File: src/rtl/muldiv_ctrl.sv
// Multiply/divide sequencer: owns architectural HI/LO and steps one MULT/DIV command at a time.
// Optional MULDIV_MTHI_EN adds direct HI/LO write ports (MTHI/MTLO), honoured only while idle.
module muldiv_ctrl #(
    parameter int MULT_CYCLES = 33,
    parameter int DIV_CYCLES  = 35
) (
    input  logic        clk,
    input  logic        reset,
    input  logic        start,
    input  logic        op,
    output logic        mult_ctrl,
    output logic        div_ctrl,
    output logic        unit_clr,
    input  logic [31:0] mult_hi,
    input  logic [31:0] mult_lo,
    input  logic [31:0] div_hi,
    input  logic [31:0] div_lo,
    input  logic        div_0,
`ifdef MULDIV_MTHI_EN
    input  logic        wr_hi,
    input  logic        wr_lo,
    input  logic [31:0] wr_data,
`endif
    output logic [31:0] hi,
    output logic [31:0] lo,
    output logic        busy,
    output logic        done,
    output logic        div_zero
);

    typedef enum logic [1:0] {
        IDLE,
        CLEAR,
        RUN,
        CAPTURE
    } state_t;

    localparam logic [5:0] MULT_LAST = 6'(MULT_CYCLES - 1);
    localparam logic [5:0] DIV_LAST  = 6'(DIV_CYCLES - 1);

    state_t     state;
    logic       op_q;
    logic [5:0] cnt;
    logic [5:0] last_cnt;

    assign last_cnt = op_q ? DIV_LAST : MULT_LAST;

    // NOTE: unit enables decode straight from state and reset so they drop in the same cycle reset rises.
    assign unit_clr  = reset || (state == CLEAR);
    assign mult_ctrl = !reset && (state == RUN) && !op_q;
    assign div_ctrl  = !reset && (state == RUN) && op_q;

    // NOTE: all state here updates with non-blocking assignments so every branch sees pre-edge values.
    always_ff @(posedge clk) begin
        if (reset) begin
            state    <= IDLE;
            op_q     <= 1'b0;
            cnt      <= 6'd0;
            hi       <= 32'd0;
            lo       <= 32'd0;
            busy     <= 1'b0;
            done     <= 1'b0;
            div_zero <= 1'b0;
        end else begin
            done     <= 1'b0;
            div_zero <= 1'b0;
            case (state)
                IDLE: begin
`ifdef MULDIV_MTHI_EN
                    if (wr_hi) hi <= wr_data;
                    if (wr_lo) lo <= wr_data;
`endif
                    if (start) begin
                        op_q  <= op;
                        busy  <= 1'b1;
                        state <= CLEAR;
                    end
                end
                CLEAR: begin
                    cnt   <= 6'd0;
                    state <= RUN;
                end
                RUN: begin
                    cnt <= cnt + 6'd1;
                    // A divide-by-zero abort takes priority over reaching the terminal count.
                    if (op_q && div_0) begin
                        busy     <= 1'b0;
                        div_zero <= 1'b1;
                        state    <= IDLE;
                    end else if (cnt == last_cnt) begin
                        state <= CAPTURE;
                    end
                end
                CAPTURE: begin
                    hi    <= op_q ? div_hi : mult_hi;
                    lo    <= op_q ? div_lo : mult_lo;
                    done  <= 1'b1;
                    busy  <= 1'b0;
                    state <= IDLE;
                end
                default: begin
                    busy  <= 1'b0;
                    state <= IDLE;
                end
            endcase
        end
    end

endmodule

File: config.mk
export PLATFORM = sky130hd
export DESIGN_NAME = muldiv_ctrl
export DESIGN_NICKNAME = d
export VERILOG_FILES = /design/src/rtl/muldiv_ctrl.sv
export SDC_FILE = /design/constraint.sdc
export NUM_CORES = 1
export LEC_CHECK = 0
export CAP_MARGIN = 20
export CORE_UTILIZATION = 38
export CTS_CLUSTER_SIZE = 8
export DETAILED_ROUTE_END_ITERATION = 8
export PLACE_DENSITY = 0.83
export SYNTH_ARGS = -nofsm -noshare
export SYNTH_HDL_FRONTEND = slang
export SYNTH_SLANG_ARGS = --single-unit
File: constraint.sdc
create_clock -name clk -period 2.06 [get_ports clk]
set_input_delay 0.309 -clock clk [delete_from_list [all_inputs] [get_ports clk]]
set_output_delay 0.309 -clock clk [all_outputs]
set_load 0.005 [all_outputs]
After elaboration in Yosys (flattened, before gate mapping):

Cells that the tools add are included.

* bits in registers: 76
* bits of input ports: 133
* output and inout bits: 70
* logic and storage cells: 44

* add/subtract/negate cells: 1
* equal/unequal tests: 7
* multiplexer cells: 13
* bitwise operators: 1
* reduce and logical (&&, ||, !) cells: 14

Operators with widths (number)
* two-way mux 32 bit: 2
* one-hot mux 6 bit (2 select lines): 1
* two-way mux 2 bit: 4
* one-hot mux 2 bit (4 select lines): 1
* adder 6 x 1 -> 6 bit (second input constant): 1
* == test 6 bit: 1
* == test 2 bit (second input constant): 2
* logical AND 1 bit: 4
* two-way mux 1 bit: 4
* AND reduction 2 bit: 2
* inequality test 3 x 1 -> 1 bit (second input constant): 1
* one-hot mux 1 bit (3 select lines): 1
* AND reduction 3 bit: 1
* nonzero test 3 bit: 1
* == test 2 x 1 -> 1 bit (second input constant): 1
* logical NOT 1 bit: 2
* logical NOT 2 bit: 1
* inequality test 2 x 1 -> 1 bit (second input constant): 1
* inequality test 2 bit (second input constant): 1
* nonzero test 2 bit: 1
* OR reduction 2 bit: 1
* logical OR 1 bit: 1
* inverter 1 bit: 1

Logic depth before layout (Yosys ltp):

* depth in word-level cells: 5
* mapped depth: 5

Worst setup path after synthesis:

No wires, ideal clock.

* path kind: register to register
* start: register state[0]
* end: register cnt[5]
* setup time: 0.070 ns
* arrival time: 1.435 ns
* required time: 1.990 ns
* slack: 0.555 ns
* stages on the path, launching flop included: 6
* cell sequence: dfxtp_1 > inv_1 > ha_1 > nand4_2 > or3_1 > a21oi_1

* cells in the longest elaborated chain, start to end: 2
* elaborated cells on any way between the ends: 4

Ends and longest elaborated chain
* start, declared: line 41 `state_t state;`
* start signal, assigned: line 56 `state <= IDLE;`
* start signal, assigned: line 76 `state <= CLEAR;`
* start signal, assigned: line 81 `state <= RUN;`
* == test 2 bit / == test 2 x 1 -> 1 bit (equally long branches): line 67 `case (state)`
* one-hot mux 6 bit (2 select lines) / nonzero test 2 bit (equally long branches)
* end signal, assigned: line 84 `cnt <= cnt + 6'd1;`
* end, declared: line 43 `logic [5:0] cnt;`

Several ways; a longest one is shown, not always the timed one.
A chain may end at the register's enable or synchronous reset.

Final worst setup path:

* start: register state[1]
* end: output unit_clr

* cells in the longest elaborated chain, start to end: 2

Ends and longest elaborated chain
* == test 2 x 1 -> 1 bit: line 49 `assign unit_clr = reset || (state == CLEAR);`
* logical OR 1 bit: line 49
* end, declared: line 13 `output logic unit_clr,`

Every way passes these cells.

==> impl_metrics.ini <==
[route]
wl_met2_mm = 4.694
drt_pass1_iterations = 4
drtIter0Drc = 70
wl_met1_mm = 3.830
drtAntennaViolNets = 0
drc = 0
vias = 3278
routed_wl_mm = 9.335
wl_met3_um = 647
route.top_layer_used = met4
post_drt_wl_per_cell_um = 14.19
vias_per_cell = 4.982

[sta]
slew_violations = 0
rsz0062_at_grt = false
hold_viol = 0
slew_headroom_pct = 64.84
max_freq_mhz = 533.3
worst_slew_pin_slew_ps = 527.4
setup_tns_ps = 0
final.setup_skew_ps = 11.60
finalSetupViolations = 0
whs_ps = 385.2
fin_crit_sh_pct = 91.03
finalCriticalPeriod_ps = 1875

[setup_path]
required_ps = 1750
path_cells = inv_1 -> ha_1 -> or2_2 -> dlygate4sd2_1
path_class = flip-flop to output port
critPathBufInv = 2
worstSetupEndpointType = output port
slowest_delay_ps = 370
crit_path_start_kind = flip-flop
cp_top_family = buffers and inverters
cp.arrival_ps = 1570
crit_fanout = 4
worst_path_max_delay_cell = dfxtp_2

[global_route]
grt_max_degree = 67
grt_pass1_vias = 3349
overflow = 0
grt_pass1_wl_mm = 15.71
antenna_found_initial = 0
track_usage_pct = 20.29

[yosys]
ys_types = 34
synth_area_leaders = dfxtp_1, mux2i_1, a211oi_1
synth_top_area_share_pct = 44.33
ys_ff_latch = 76
syn_inst = 355
seq_area_frac_synth_pct = 44.33
synth.avg_cell_area_um2 = 9.668
syn-num-nets = 494
yosysWarnings = 0
yosys.area_share.simple_pct = 11.92
synth_fa_ha_area_share_pct = 2.187
synth_edf_count = 0
synth_top_family_by_area = multiplexers
synthArstFlopShare_pct = 0
synthFlopType = dfxtp_1
synthXorXnorAreaFrac_pct = 1.021
synth_area_um2 = 3432
synth.largest_area_cell = dfxtp_1
muxShareOfSynthArea_pct = 18.67
synth_compound_area_share_pct = 16.66

[finish]
mostFrequentLayoutCells = clkdlybuf4s50_1, dfxtp_1, nor2_1
mostFrequentLayoutCell = clkdlybuf4s50_1
antenna_cells = 0
final_cells = 658
fin_nets = 686
fill_cells = 716
areaGrowthSynthToFinish_pct = 66.06
post_route_cells_drive_above_1_share_pct = 5.455

[clocking]
cts.sinks = 76
root_buffer = clkbuf_8
hold_buffers = 0
cts_tree = built
clk_latency_ps = 330
clkTransAtPathRegs_ps = 70
cts_buffer_depth = 2
cts_max_level = 3
numCtsBuffers = 9

[floorplan]
io-pin-count = 203
die_h_um = 97.04
initial_core_util_pct = 39.35
core_area_um2 = 8721
die-area_um2 = 9416
die_w_um = 97.04
num_rows = 34

[place]
hpwl_mm = 7.133
dpl.cell_count = 644
port_buffers = 202
gp_congestion = 0.7997

[power]
finalPower_mw = 3.945
leakagePower_nw = 1.905
ir_drop_v = 0.0003791
power.density_nw_per_um2 = 692.2

[run_status]
status = finished clean

[job]
drv_cap = 0

[worst_hold_path]
hold_path.class = input port to flip-flop
==> kinds of logic (layout without fill, tap and decap cells) <==
group | count (synthesis) | count (layout)
XOR/XNOR | 4 | 4
AO/OA/AOI/OAI | 78 | 78
flip-flops | 76 | 76
multiplexers | 64 | 64
buffers and inverters | 33 | 228
adder cells (fa/ha/maj) | 6 | 6
AND/OR/NAND/NOR | 94 | 94
==> metrics by stage <==
| step | worst slack, ps | cell area [µm²] | utilization [%] |
|---|---|---|---|
| after floorplan | 554.9 | 3432 | - |
| after CTS | 164.9 | 5699 | 65.35 |
| after global routing | 121.8 | 5699 | 65.35 |
| final | 184.9 | 5699 | 65.35 |
| after detailed placement | 270.5 | 5538 | 63.50 |
| after global placement | 318.4 | 5538 | 63.50 |
==> metal layers <==
metal | global-route usage [%] | up-vias
li1 | - | 1662
met1 | 23.10 | 1481
met2 | 35.54 | 119
met3 | 6.358 | 16
met4 | 7.233 | 0
met5 | 0 | -
==> cell usage after synthesis (all sizes together), types with 2 or more instances <==
master and instances:
dfxtp 76, nor2 68, a211oi 65, mux2i 64
buf 17, clkbuf 13, a21oi 6, ha 6
nand2 5, nand4 4, inv 3, nand2b 3
nor2b 3, nor3 3, xor2 3, nand3 2
==> where the power goes <==
group / switching, mW / leakage (nW) / internal, mW
combinational: 0.524 / 1.21 / 0.749
clock: 0.519 / 0.0806 / 0.456
sequential: 0.0811 / 0.616 / 1.62
==> worst register-to-register path: cells and delay by family (launching register included) <==
family | cells | cell delay (ps)
buffers and inverters | 2 | 440
flip-flops | 1 | 330
adder cells (fa/ha/maj) | 1 | 490
AND/OR/NAND/NOR | 1 | 70
AO/OA/AOI/OAI | 1 | 240
==> repair_timing <==
item | CTS | global route
buffers inserted | 0 | 0
resized for setup | 4 | 0
setup endpoints to repair | 3 | 0
==> final timing paths <==
path / slack, ps / endpoint / depth (start not counted) / from
max: 180 / unit_clr / 4 / state[1]$_SDFFE_PP0P_
min: 390 / div_zero$_SDFF_PP0_ / 3 / reset
max reg2reg: 410 / hi[14]$_SDFFE_PP0P_ / 5 / state[0]$_SDFFE_PP0P_
min reg2reg: 480 / busy$_SDFFE_PP0P_ / 2 / busy$_SDFFE_PP0P_
==> layout make-up <==
cell class | instances | area (µm²) | area share [%]
Tap cell | 108 | 135.1 | 2.371
Inverter | 3 | 11.26 | 0.1976
Clock buffer | 10 | 137.6 | 2.415
Clock inverter | 4 | 26.28 | 0.4610
Multi-Input combinational cell | 246 | 1744 | 30.60
Sequential cell | 76 | 1526 | 26.78
Timing Repair Buffer | 211 | 2118 | 37.17
==> sequential cells by signal (all words and copies together), names as in the netlist <==
name / count
done: 1
op_q: 1
lo: 32
cnt: 6
state: 2
hi: 32
busy: 1
div_zero: 1
Power figures use the tool's default switching activity.
==> RTL change, RTL diff (config.mk and constraints unchanged) <==
Add a define of `MULDIV_MTHI_EN`.
--- a/src/rtl/muldiv_ctrl.sv
+++ b/src/rtl/muldiv_ctrl.sv
@@ -2,2 +2,4 @@
 // Optional MULDIV_MTHI_EN adds direct HI/LO write ports (MTHI/MTLO), honoured only while idle.
+`define MULDIV_MTHI_EN
+
 module muldiv_ctrl #(
Ports: changed (added wr_data, wr_hi and wr_lo); port bits go from 203 to 237. No check against the original RTL was run, so the function may have changed too.
==> RTL change against the original RTL <==
Utilization is 1.6 points higher; final area increased by 16%; wire length rose by 32%; setup slack got worse by 0.096 ns; final cell count is 16% higher; total power grew 30%; sequential cell count is the same; area after synthesis is 13% higher; clock power rose by 34%; critical endpoint is now mult_ctrl.
==> RTL change: results (changes against the original RTL) <==
status complete, no violations (unchanged); I/O Buffers 236 (was 202); Post-DP HPWL 9.68 mm (was 7.13 mm); H-tree depth 3 (unchanged); Initial DRC Count 63 (was 70); later-pin clock latency in the skew report 0.34 ns; ys flop type dfxtp_1 (unchanged); largest registers hi (32), lo (32), cnt (6) (unchanged); synth cell count leaders dfxtp_1, nand2_1, mux2i_1 (was dfxtp_1, nor2_1, a211oi_1); deepest clock path buffer count 2 (unchanged); post-synthesis mux area share 0.170 (was 0.187); crit-path max FO 8 (was 4); clk_skew 0.0108 ns (was 0.0116 ns); nets 798 (was 686); number of global-route vias before repair 4,006 (was 3,349); Synth Area in Adders 0.0161 (was 0.0219); via-per-instance ratio 5.19 (was 4.98); VDD IR max 0.000385 V (was 0.000379 V); largest net degree at the start of global routing 49 (was 67); Layout fillers 797 (was 716); CTS clock-pin slew for the worst setup and hold paths 0.08 ns; relative slew slack 0.688 (was 0.648); Ant. Diodes 0 (unchanged); xor and xnor area share after synthesis 0.00901 (was 0.0102); post-synthesis compound-gate area fraction 0.188 (was 0.167); Yosys cell types 31 (was 34); ys async rst share 0 (unchanged); global-route wire length before repair 18.2 mm (was 15.7 mm); Routability Congestion 0.815 (was 0.800); worst min path class reg2reg (was in2reg); syn_nets 570 (was 494); Synth area leaders dfxtp_1, mux2i_1, a32o_1 (was dfxtp_1, mux2i_1, a211oi_1); switching power 1.45 mW (was 1.12 mW); Ys Warns 0 (unchanged); ratio of cells with drive above 1 in the final layout 0.116 (was 0.0545); initial antenna violation count 0 (unchanged); post-synthesis sequential area ratio 0.392 (was 0.443); GRT Total Usage 0.225 (was 0.203); WL/cell 16.1 um (was 14.2 um); Mapped Cells 398 (was 355); CTS buffer count 9 (unchanged); gr ovfl total 0 (unchanged); Place WS 0.232 ns (was 0.271 ns); drt pass-1 iters 5 (was 4); CTS root buffer clkbuf_8 (unchanged); critical path data arrival time 1.66 ns (was 1.57 ns); leakage 2.34 nW (was 1.90 nW)
## RTL change: cell count changes after synthesis, moves of 5 or more
cell and delta:
a211oi_1 -65, nand2_1 +66, nor2_1 -62, buf_6 +9, a32o_1 +64, buf_4 +5, or2_2 +32
## RTL change: kinds of logic after synthesis
family	Yosys count
buffers and inverters	39
and+or+nand+nor	129
adders and majority gates	5
muxes	66
DFF	76
AOI/OAI and AO/OA	79
xor gates and xnor gates	4
## RTL change: final cells by class
type	instances	area (sq um)	share of cell area
clock buffer	13	169	0.0256
inverter	4	15.0	0.00227
multi-input combinational	283	2120	0.321
clock inverter	3	66.3	0.0100
timing repair buffer	252	2530	0.384
sequential	76	1530	0.232
tap	133	166	0.0252
## RTL change: repair_timing
action / CTS / global route
gates resized for setup: 5 / 2
endpoints found under the setup margin: 3 / 3
buffers inserted: 0 / 1
## RTL change: worst paths after layout
path         startpoint   endpoint  slack, ns  cells after the start
max reg2reg    state[0]     lo[17]       0.25                      6
max            state[0]  mult_ctrl       0.09                      4
min              hi[20]     hi[20]       0.47                      1
min reg2reg      hi[20]     hi[20]       0.47                      1
## RTL change: routing by layer
layer / GRT usage / vias to the layer above / part of all wire
li1: - / 1926 / -
met1: 0.203 / 1850 / 0.35
met2: 0.469 / 168 / 0.54
met3: 0.0549 / 21 / 0.085
met4: 0.0910 / 0 / 0.021
met5: 0 / - / 0
## RTL change: critical path: stages (launching register included)
cell             delay (ns)
dfxtp_2                0.36
inv_2                  0.09
ha_4                   0.17
nor3b_1                0.18
clkdlybuf4s50_1        0.53
## RTL change: per-stage QoR
step                cells  instance area (sq um)  power [mW]
floorplan             398                   3890        2.82
CTS                   763                   6590        5.18
finish                764                   6610        5.13
global placement      747                   6340        3.77
detailed placement    747                   6340        3.84
global route          764                   6610        5.41
## RTL change: power groups by stage
| stage | Combinational (mW) | Sequential, mW | Clock, mW |
|---|---|---|---|
| global placement | 1.88 | 1.89 | 0 |
| global route | 2.09 | 1.91 | 1.41 |
| floorplan | 0.915 | 1.91 | 0 |
| CTS | 1.95 | 1.88 | 1.35 |
| finish | 1.94 | 1.88 | 1.31 |
| detailed placement | 1.93 | 1.91 | 0 |
